[src/rtl/wb_chan_regs.sv]
// Wishbone register block: per-channel RW control registers and sticky W1C event registers with IRQ.
// Define WB_CHAN_REGS_ERR_EN to answer unmapped accesses with wb_err_o instead of wb_ack_o.

module wb_chan_regs_ch #(
    parameter int            DW       = 8,
    parameter logic [DW-1:0] CTRL_RST = '0
) (
    input  logic          clk_i,
    input  logic          rst_n_i,
    input  logic          ctrl_we,
    input  logic          evt_clr,
    input  logic [DW-1:0] wr_dat,
    input  logic [DW-1:0] wr_mask,
    input  logic [DW-1:0] evt_set,
    output logic [DW-1:0] ctrl,
    output logic [DW-1:0] evt,
    output logic          irq
);
    logic [DW-1:0] clr_bits;

    assign clr_bits = evt_clr ? (wr_dat & wr_mask) : '0;

    // Clear is applied before set so a coincident event wins.
    always_ff @(posedge clk_i or negedge rst_n_i) begin
        if (!rst_n_i) begin
            ctrl <= CTRL_RST;
            evt  <= '0;
        end else begin
            if (ctrl_we) ctrl <= (ctrl & ~wr_mask) | (wr_dat & wr_mask);
            evt <= (evt & ~clr_bits) | evt_set;
        end
    end

    assign irq = |evt;
endmodule

module wb_chan_regs #(
    parameter int          NCHAN    = 4,
    parameter int          DW       = 8,
    parameter logic [31:0] CTRL_RST = '0,
    localparam int         AW       = $clog2(NCHAN) + 3
) (
    input  logic                clk_i,
    input  logic                rst_n_i,
    input  logic                wb_cyc_i,
    input  logic                wb_stb_i,
    input  logic                wb_we_i,
    input  logic [AW-1:2]       wb_adr_i,
    input  logic [3:0]          wb_sel_i,
    input  logic [31:0]         wb_dat_i,
    output logic                wb_ack_o,
    output logic                wb_err_o,
    output logic                wb_rty_o,
    output logic                wb_stall_o,
    output logic [31:0]         wb_dat_o,
    output logic [NCHAN*DW-1:0] ctrl_o,
    output logic [NCHAN-1:0]    ctrl_wr_o,
    input  logic [NCHAN*DW-1:0] evt_i,
    output logic [NCHAN-1:0]    irq_o
);
    localparam int WAW = AW - 2;

    logic                     req_en, rd_req, wr_req;
    logic                     rd_ack_q, rd_err_q;
    logic                     wr_q;
    logic [WAW-1:0]           wr_adr_q;
    logic [DW-1:0]            wr_dat_q, wr_mask_q;
    logic [31:0]              sel_full;
    logic [31:0]              rd_word;
    logic                     rd_hit;
    logic [NCHAN-1:0]         ctrl_hit, evt_hit;
    logic                     wr_hit, wr_ack, wr_err;
    logic [NCHAN-1:0][DW-1:0] ctrl_q, evt_q;
    logic                     unused_bits;

    assign req_en = wb_cyc_i & wb_stb_i;
    assign rd_req = req_en & ~wb_we_i & ~(rd_ack_q | rd_err_q);
    assign wr_req = req_en &  wb_we_i & ~wr_q;

    assign sel_full = {{8{wb_sel_i[3]}}, {8{wb_sel_i[2]}}, {8{wb_sel_i[1]}}, {8{wb_sel_i[0]}}};

    always_comb begin
        rd_word = '0;
        rd_hit  = 1'b0;
        for (int i = 0; i < NCHAN; i++) begin
            if (wb_adr_i == WAW'(2*i))   begin rd_word = 32'(ctrl_q[i]); rd_hit = 1'b1; end
            if (wb_adr_i == WAW'(2*i+1)) begin rd_word = 32'(evt_q[i]);  rd_hit = 1'b1; end
        end
    end

    always_comb begin
        ctrl_hit = '0;
        evt_hit  = '0;
        for (int i = 0; i < NCHAN; i++) begin
            ctrl_hit[i] = wr_q && (wr_adr_q == WAW'(2*i));
            evt_hit[i]  = wr_q && (wr_adr_q == WAW'(2*i+1));
        end
    end

    assign wr_hit = |{ctrl_hit, evt_hit};

`ifdef WB_CHAN_REGS_ERR_EN
    assign wr_ack = wr_hit;
    assign wr_err = wr_q & ~wr_hit;
`else
    assign wr_ack = wr_q;
    assign wr_err = 1'b0;
`endif

    // Reads answer from the live address; writes are captured and decoded a cycle later.
    always_ff @(posedge clk_i or negedge rst_n_i) begin
        if (!rst_n_i) begin
            rd_ack_q  <= 1'b0;
            rd_err_q  <= 1'b0;
            wb_dat_o  <= '0;
            wr_q      <= 1'b0;
            wr_adr_q  <= '0;
            wr_dat_q  <= '0;
            wr_mask_q <= '0;
        end else begin
`ifdef WB_CHAN_REGS_ERR_EN
            rd_ack_q <= rd_req & rd_hit;
            rd_err_q <= rd_req & ~rd_hit;
`else
            rd_ack_q <= rd_req;
            rd_err_q <= 1'b0;
`endif
            if (rd_req) wb_dat_o <= rd_word;
            wr_q <= wr_req;
            if (wr_req) begin
                wr_adr_q  <= wb_adr_i;
                wr_dat_q  <= wb_dat_i[DW-1:0];
                wr_mask_q <= sel_full[DW-1:0];
            end
        end
    end

    for (genvar i = 0; i < NCHAN; i++) begin : g_ch
        wb_chan_regs_ch #(
            .DW       (DW),
            .CTRL_RST (CTRL_RST[DW-1:0])
        ) u_ch (
            .clk_i    (clk_i),
            .rst_n_i  (rst_n_i),
            .ctrl_we  (ctrl_hit[i]),
            .evt_clr  (evt_hit[i]),
            .wr_dat   (wr_dat_q),
            .wr_mask  (wr_mask_q),
            .evt_set  (evt_i[i*DW +: DW]),
            .ctrl     (ctrl_q[i]),
            .evt      (evt_q[i]),
            .irq      (irq_o[i])
        );
    end

    assign wb_ack_o   = rd_ack_q | wr_ack;
    assign wb_err_o   = rd_err_q | wr_err;
    assign wb_rty_o   = 1'b0;
    assign wb_stall_o = req_en & ~(wb_ack_o | wb_err_o);
    assign ctrl_wr_o  = ctrl_hit;
    assign ctrl_o     = ctrl_q;

    assign unused_bits = ^{wb_dat_i, sel_full, wr_hit, rd_hit};
endmodule
[config.mk]
export PLATFORM = sky130hd
export DESIGN_NAME = wb_chan_regs
export DESIGN_NICKNAME = d
export VERILOG_FILES = /design/src/rtl/wb_chan_regs.sv
export SDC_FILE = /design/constraint.sdc
export NUM_CORES = 1
export LEC_CHECK = 0
export ABC_AREA = 0
export BUFFER_PORTS_ARGS = -buffer_cell sky130_fd_sc_hd__buf_2
export CAP_MARGIN = 40
export CORE_ASPECT_RATIO = 0.8
export CORE_UTILIZATION = 40
export CTS_CLUSTER_DIAMETER = 50
export DETAILED_ROUTE_END_ITERATION = 8
export PLACE_DENSITY_LB_ADDON = 0.3
export SLEW_MARGIN = 20
export SYNTH_ARGS = -nofsm -noshare
export SYNTH_HDL_FRONTEND = slang
export SYNTH_SLANG_ARGS = --single-unit
[constraint.sdc]
create_clock -name clk_i -period 1.5 [get_ports clk_i]
set_input_delay 0.45 -clock clk_i [delete_from_list [all_inputs] [get_ports clk_i]]
set_output_delay 0.45 -clock clk_i [all_outputs]
set_load 0.01 [all_outputs]
==> run summary <==
Status = finished with violations
Failing checks = negative setup slack
Clk_lat worst skew = 340 ps
Multiplexer share of the synthesized area = 0.09798
Power Total = 6.513 mW
DRC = 0
Peak supply drop = 0.6619 mV
Initial Util = 0.4144
CP bufs+invs = 2
Drt pass-1 iters = 5
Skew final = 5.081 ps
GRT Overall Usage = 0.2350
Setup crit start kind = flop
Fin crit period = 1837 ps
Critical-path cell list = nor4_2 > buf_4 > nand2_4 > buf_6
RSZ-0062 raised after global routing = true
Worst reg-to-reg path cell count = 3
Non-filler cells, final = 723
Setup crit end kind = output port
DR WL/cell = 17.57 µm
IO buf count = 98
PwrDens = 1129 nW/µm²
LEAKAGE = 2.709 nW
Final worst slack = -337.1 ps
Post-synth cell types = 36
Top cell type's share of synthesized area = 0.5031
Largest family of logic cells by synthesized area = simple AND/OR/NAND/NOR gates
Synth async-reset ratio = 1.000
Register area share after synthesis = 0.5031
Vias in the first global route = 3595
H-Tree Depth = 3
Placed cell count = 692
Worst Path Arrival = 1390 ps
Highest metal used = met4
Clk buf depth = 2
XOR/XNOR share of the synthesized area = 0
Reg2reg start = wr_adr_q[2]
Most frequent cell after synthesis = dfrtp_1
Min-Delay Path Class = primary input to async pin
Reg clk slew, reported paths = 60 ps
Synth top cells by count = 86 x dfrtp_1, 69 x nand2_1, 42 x o21ai_0
CTS Buf Count = 9
Slew Limit Fails = 0
Met2 wire len = 6060 µm
R2R Setup Slk = -200 ps
Ports = 152
Synthesized area = 4278 µm²
Total core area = 10320 µm²
Crit path launch = g_ch[3].u_ch.evt[4]
Syn Area/Cell = 9.880 µm²
Grt ovf = 0
Global-route wire length before repair = 19560 µm
Met3 WL = 828 µm
Fmax = 0.5443 GHz
Share of layout cells above drive strength 1 = 0.4202
Mapped Cells = 433
ANT cells = 0
Site Rows = 33
DR vias/cell = 5.201
Critical Path Fanout Max = 2
CTS tree = done
Main synth FF type = dfrtp_1
Critical path's largest stage delay = 390 ps
Final setup vio count = 26
CP max stage cell = dfrtp_1
Seq cells post-synth = 86
Chip Height = 94.50 µm
Hold Violations, Final = 0
Detail Placement HPWL = 9554 µm
Post-Place Worst Slack = -192.3 ps
Vias post-DR = 3760
Fraction of the mapped netlist area in simple logic gates = 0.1755
Starting DRC count in detailed routing = 264
Post-DRT Antenna Nets = 0
Routed WL = 12700 µm
GPL Wtd Cong = 0.9431
Hold buffer count at CTS = 0
Leading area contributor after synthesis = dfrtp_1
Post-Layout Inst Area = 5768 µm²
Fin nets = 654
Synthesis Warnings = 0
Die area = 11110 µm²
Pin count of the biggest net entering global routing = 31
Area delta synth->final = 34.83%
Final worst-path cycle share = 1.225
DP Area = 5130 µm²
Main area contributors after synthesis = dfrtp_1 50%, buf_4 6.1%, mux2_2 6.1%, nand2_1 6.1%, nand2b_1 5.0%
Clock Tree Root = clkbuf_16
Antenna violations before repair = 0
Number of synthesized flops with an enable pin = 0
Met1 WL = 5733 µm
Required @ worst endpoint = 1050 ps
Clock sink total = 86
Synth Area in Compound Gates = 0.1287
Post-Synth Adder-Cell Area = 0
Multi-input logic area = 2022 µm²
Worst path top cell family by delay = flip-flops
Register Area = 2156 µm²
Critical path type = flop to output port
Die W = 117.6 µm
Max_cap viols = 0
Layout fillers = 923
-- report_power, final --
part | internal (mW) | leakage, nW | switching [mW] | total (mW)
Clock | 1.34 | 0.150 | 0.907 | 2.25
Combinational | 0.677 | 1.58 | 0.708 | 1.39
Sequential | 2.59 | 0.979 | 0.295 | 2.88
-- cell usage in the layout, fill, tap and decap left out, types with 3 or more instances in the layout --
| cell | n |
|---|---|
| mux2_4 | 12 |
| a221oi_2 | 6 |
| conb_1 | 26 |
| a211oi_1 | 11 |
| o22ai_1 | 5 |
| inv_1 | 8 |
| buf_4 | 58 |
| nor3_1 | 6 |
| o21ai_1 | 11 |
| mux2_2 | 19 |
| dfrtp_1 | 83 |
| nand2_1 | 66 |
| buf_2 | 95 |
| o21ai_0 | 31 |
| mux2i_1 | 4 |
| buf_6 | 8 |
| buf_12 | 4 |
| nand2b_1 | 32 |
| o32ai_1 | 3 |
| clkbuf_16 | 9 |
| nor4_2 | 6 |
| o2bb2ai_1 | 6 |
| dfrtp_2 | 3 |
| nor2_1 | 19 |
| a21oi_1 | 13 |
-- per-stage QoR --
| stage | util | TNS, ps | hold slack (ps) |
|---|---|---|---|
| finish | 0.5588 | -4061 | 1.923 |
| global route | 0.5588 | -5006 | 5.228 |
| CTS | 0.5458 | -3440 | 0.1689 |
| detailed placement | 0.4970 | -1601 | 363.5 |
| global placement | 0.4970 | -1300 | 367.7 |
| floorplan | - | -520.2 | 154.4 |
-- worst register-to-register path, cell delays in order (launching register included) --
cell and delay, ps:
dfrtp_1 430, buf_6 150, or4_4 660, mux2_4 340
-- timing repair --
item,4_1_cts,5_1_grt
buffers inserted,14,4
pin swaps,12,5
resized for setup,24,37
setup endpoints to repair,19,67
-- kinds of logic after synthesis --
family,count (synthesis)
compound gates,90
buf+inv,65
mux,35
other cells,1
flops,86
simple gates,156
-- layer usage --
metal	up-vias	GRT usage
met5	-	0
met4	0	0.04915
met3	7	0.06099
met2	148	0.3804
met1	1870	0.3191
li1	1735	-
-- area by class of cell --
type | count | area share
multi-input combinational | 307 | 0.3505
sequential | 86 | 0.3738
inverter | 9 | 0.005857
tap | 140 | 0.03037
timing repair buffer | 165 | 0.1874
clock buffer | 11 | 0.04208
clock inverter | 5 | 0.009978
-- worst max path at each step --
stage / endpoint / slack, ps / cells after the start
global route: irq_o[3] / -400 / 4
floorplan: flop / -70 / 4
finish: irq_o[3] / -340 / 4
CTS: irq_o[3] / -330 / 4
global placement: wb_dat_o[5] / -200 / 5
detailed placement: wb_dat_o[5] / -190 / 5
Power figures use the tool's default switching activity.
